$ cat src/rtl/rr_select_ctrl.sv
// rr_select_ctrl: round-robin arbiter that drives the selector of an N:1 data mux.
// It holds the selector for a whole transaction and hands it downstream with a
// valid/ready handshake. The winner gets a one-cycle ack when the beat is accepted.
// Ports:
//   clk        rising-edge clock
//   reset      asynchronous active-high reset
//   req        per-requester request, bit i means mux input i holds data
//   out_ready  downstream accepts the current beat
//   out_valid  selector is valid, mux output is a valid beat (registered)
//   selector   mux selector, always < N_INPUTS (registered)
//   grant      one-hot copy of selector, zero when out_valid=0 (registered)
//   ack        grant & accept, one-cycle pulse to the winner (combinational)
module rr_select_ctrl #(
  parameter int unsigned N_INPUTS = 4,
  localparam int unsigned SEL_W = $clog2(N_INPUTS)
) (
  input  logic                clk,
  input  logic                reset,
  input  logic [N_INPUTS-1:0] req,
  input  logic                out_ready,
  output logic                out_valid,
  output logic [SEL_W-1:0]    selector,
  output logic [N_INPUTS-1:0] grant,
  output logic [N_INPUTS-1:0] ack
);

  localparam logic [N_INPUTS-1:0] ONE     = N_INPUTS'(1);
  localparam logic [SEL_W-1:0]    SEL_MAX = SEL_W'(N_INPUTS - 1);

  typedef enum logic {IDLE, BUSY} state_t;

  state_t               state, state_nx;
  logic [SEL_W-1:0]     ptr, ptr_nx, ptr_acc;
  logic [SEL_W-1:0]     sel_nx;
  logic [N_INPUTS-1:0]  grant_nx;
  logic [SEL_W:0]       arb_idle, arb_b2b;

  // First set bit of v searching from p upward with wrap; returns {found, index}.
  // The doubled vector makes the wrap a plain shift, and the index is brought
  // back into range with an explicit compare so non-power-of-2 N stays legal.
  function automatic logic [SEL_W:0] arbitrate(input logic [N_INPUTS-1:0] v,
                                               input logic [SEL_W-1:0]    p);
    logic [2*N_INPUTS-1:0] rot;
    logic                  found;
    logic [SEL_W-1:0]      idx;
    int unsigned           pos;
    rot   = {v, v} >> p;
    found = 1'b0;
    idx   = '0;
    pos   = 0;
    for (int unsigned k = 0; k < N_INPUTS; k++) begin
      if (!found && rot[k]) begin
        found = 1'b1;
        pos   = 32'(p) + k;
        if (pos >= N_INPUTS) pos = pos - N_INPUTS;
        idx   = SEL_W'(pos);
      end
    end
    return {found, idx};
  endfunction

  // Next-state, pointer and selector/grant load decisions.
  always_comb begin
    state_nx = state;
    ptr_nx   = ptr;
    sel_nx   = selector;
    grant_nx = grant;
    ptr_acc  = (selector == SEL_MAX) ? '0 : selector + SEL_W'(1);
    arb_idle = arbitrate(req, ptr);
    // The current winner is masked so a lone requester cannot be regranted
    // in the same cycle it is acked.
    arb_b2b  = arbitrate(req & ~grant, ptr_acc);
    unique case (state)
      IDLE: begin
        if (arb_idle[SEL_W]) begin
          state_nx = BUSY;
          sel_nx   = arb_idle[SEL_W-1:0];
          grant_nx = ONE << arb_idle[SEL_W-1:0];
        end
      end
      BUSY: begin
        if (out_ready) begin
          ptr_nx = ptr_acc;
          if (arb_b2b[SEL_W]) begin
            sel_nx   = arb_b2b[SEL_W-1:0];
            grant_nx = ONE << arb_b2b[SEL_W-1:0];
          end else begin
            state_nx = IDLE;
            grant_nx = '0;
          end
        end
      end
      default: state_nx = IDLE;
    endcase
  end

  // State and registered outputs; reset drops any pending transaction.
  always_ff @(posedge clk or posedge reset) begin
    if (reset) begin
      state     <= IDLE;
      ptr       <= '0;
      selector  <= '0;
      grant     <= '0;
      out_valid <= 1'b0;
    end else begin
      state     <= state_nx;
      ptr       <= ptr_nx;
      selector  <= sel_nx;
      grant     <= grant_nx;
      out_valid <= (state_nx == BUSY);
    end
  end

  assign ack = grant & {N_INPUTS{out_valid & out_ready}};

endmodule

$ cat config.mk
export PLATFORM = sky130hd
export DESIGN_NAME = rr_select_ctrl
export DESIGN_NICKNAME = d
export VERILOG_FILES = /design/src/rtl/rr_select_ctrl.sv
export SDC_FILE = /design/constraint.sdc
export NUM_CORES = 1
export LEC_CHECK = 0
export BUFFER_PORTS_ARGS = -buffer_cell sky130_fd_sc_hd__buf_4
export CORE_AREA = 2 2 39 41
export DETAILED_ROUTE_END_ITERATION = 8
export DIE_AREA = 0 0 41 43
export PLACE_DENSITY_LB_ADDON = 0.08
export SLEW_MARGIN = 20
export SYNTH_ARGS = -nofsm -noshare
export SYNTH_HDL_FRONTEND = slang
export SYNTH_SLANG_ARGS = --single-unit
$ cat constraint.sdc
create_clock -name clk -period 5.43 [get_ports clk]
set_input_delay 1.629 -clock clk [delete_from_list [all_inputs] [get_ports clk]]
set_output_delay 1.629 -clock clk [all_outputs]
set_load 0.02 [all_outputs]
==> impl_metrics.csv <==
group,metric,value,unit
outcome,outcome,"complete, no violations",
critical_path,crit_top_cell,"buf_4",
route,drc_errors,0,
route,ant_nets,0,
clock_tree,root_buffer,"clkbuf_4",
floorplan,die_x,41,um
yosys,synth_flop_cell,"dfrtp_1",
sta,fmax,0.2692,GHz
sta,rsz0062_at_grt,"no",
sta,period_share,68.41,%
global_route,grt_pass1_vias,643,
cells_and_area,final_cells,117,
floorplan,dieArea,1763,um2
route,vias_per_cell,6.077,
cells_and_area,final_common_cell,"buf_4",
pwr,combPwrFrac,61.0,%
critical_path,cpMaxStageDelayCell,"and3_1",
sta,tns,0,ns
global_route,grt.total_usage,24.01,%
pwr,leakagePower,0.3864,nW
floorplan,core,1384,um2
clock_tree,clock-sinks,9,
route,wl_per_cell,14.49,um
yosys,seq_area_frac_synth,33.21,%
clock_tree,cts_buffers,3,
pwr,total_power,0.0004979,W
clock_tree,path_clk_slew,0.06,ns
sta,finClkSkew,0.002160,ns
sta,min_period,3.715,ns
place,pre_cts_slack,1.718,ns
pwr,vdd_drop_max,0.3376,mV
global_route,antenna_found_initial,0,
pwr,switching_power,0.0002343,W
pwr,power.density,586.9,nW/um2
clock_tree,cts_tree,"done",
critical_path,critPathArrivalTime,2.09,ns
place,dp_hpwl,1295,um
floorplan,start_util,49.01,%
clock_tree,h-tree-depth,1,
sta,drv_slew,0,
cells_and_area,synthToLayoutAreaGrowth,25.09,%
sta,worst_pin_slew,0.5604,ns
global_route,grt_pass1_wl,2884,um
cells_and_area,fill_cells,134,
critical_path,path_cells,"buf_4 -> and3_1 -> buf_4",
place,numPlacedInstances,113,
yosys,synth_area_leaders,"dfrtp_1, a21oi_1, nor2_1, a2111oi_4, nand2_1",
route,routed_wl,1695,um
pwr,p_seq_share,27.9,%
yosys,ys_warn_count,0,
pwr,swShare,47.06,%
pwr,pwr-share-clk,11.2,%
yosys,syn_area_per_cell,8.372,um2
critical_path,cp-start-kind,"input pin",
global_route,grt_max_degree,16,
critical_path,crit_required,3.80,ns
sta,setup_viol,0,
sta,worst_slack,1.715,ns
route,first_pass_iters,4,
worst_hold_path,hold_path_class,"reg -> reg",
yosys,synth-async-reset-ratio,100.0,%
floorplan,row_count,14,
clock_tree,cts_hold_buf,0,
route,num_vias,711,
cells_and_area,layout_common_cells,"buf_4, nor2_1, dfrtp_1",
yosys,synth_nets,89,
critical_path,critical_path_peak_fanout,7,
yosys,yosysUniqueCellTypes,33,
clock_tree,cts_setup_buffers,0,
flow_run,maxCapViolations,0,
yosys,synth_area_leader_cell,"dfrtp_1",
clock_tree,clock_path_buffers,2,
yosys,yosys_register_bits,9,
critical_path,cp-end-kind,"output pin",
sta,holdWs,0.5712,ns
yosys,synthCells,81,
sta,max_slew_margin,62.30,%
critical_path,crit_type,"in -> out",
place,portBuffers,17,
pwr,p_int,0.0002636,W
cells_and_area,drive_gt1_share,25.74,%
sta,hold_viol,0,
yosys,synth-edff-count,0,
cells_and_area,n_antenna_cell,0,
route,first_iter_violations,31,
floorplan,io_pins,18,
yosys,netlist_area,678.2,um2
critical_path,cpPeakStageDelay,0.18,ns
clock_tree,ctsResizeCount,0,
cells_and_area,fin_nets,110,
yosys,synth_top_area_share,33.21,%
place,gp_congestion,0.8416,
global_route,grt_overflow,0,
floorplan,die_h,43,um
clock_tree,clk_latency,0.27,ns
==> worst paths after layout <==
kind                                start          end  slack, ns  depth (start not counted)
worst max-delay path            out_ready       ack[1]       1.72                          3
worst max register to register      state  selector[1]       3.44                          4
worst min-delay path               ptr[0]       ptr[0]       0.57                          2
min in group asynchronous           reset       ptr[1]       1.32                          2
worst min register to register     ptr[0]       ptr[0]       0.57                          2
max in group asynchronous           reset     grant[3]       3.84                          2
==> critical path, delay by kind of cell <==
kind | cells | cell delay (ns)
buffers and inverters | 2 | 0.28
and+or+nand+nor | 1 | 0.18
==> Yosys cell counts, types with 3 or more instances <==
cell / count
nor2_1: 10
dfrtp_1: 9
a21oi_1: 8
nand2_1: 7
and3_1: 4
inv_1: 4
a31oi_1: 3
o21ai_0: 3
==> kinds of logic (layout without fill, tap and decap cells) <==
family | Yosys count | count (layout) | share of synthesized area (%)
AO/OA/AOI/OAI | 26 | 26 | 28.23
flip-flops | 9 | 9 | 33.21
adder cells (fa/ha/maj) | 1 | 1 | 1.845
AND/OR/NAND/NOR | 38 | 38 | 30.26
multiplexers | 2 | 2 | 3.689
buffers and inverters | 5 | 25 | 2.766
==> sequential cells by signal, indices dropped and copies added, names as in the netlist <==
register,count
selector,2
ptr,2
grant,4
state,1
==> stage by stage <==
stage               utilization (%)  instance area, um2
floorplan                         -               678.2
global placement              59.40               822.0
detailed placement            59.40               822.0
CTS                           61.30               848.3
global route                  61.30               848.3
finish                        61.30               848.3
==> power by group through the flow <==
stage               logic, W  clock network (W)  registers, W
floorplan           0.000189                  0      0.000156
global placement    0.000297                  0      0.000140
detailed placement  0.000301                  0      0.000139
CTS                 0.000303          0.0000548      0.000139
global route        0.000337          0.0000591      0.000145
finish              0.000303          0.0000555      0.000139
==> cell type report <==
| class | count | area (um2) | area share, % |
|---|---|---|---|
| repair buffers | 17 | 127.6 | 15.04 |
| inverters | 4 | 15.01 | 1.770 |
| flip-flops and latches | 9 | 225.2 | 26.55 |
| clock buffers | 4 | 26.28 | 3.097 |
| multi-input cells | 67 | 434.2 | 51.18 |
| well taps | 16 | 20.02 | 2.360 |
==> metal layers <==
metal / share of wire (%) / vias up / GRT usage, %
met2: 47 / 25 / 36.25
met4: 1.7 / 0 / 8.000
li1: - / 343 / -
met1: 46 / 338 / 32.78
met5: 0 / - / 0
met3: 5.6 / 5 / 5.236
(Power assumes the default switching activity.)
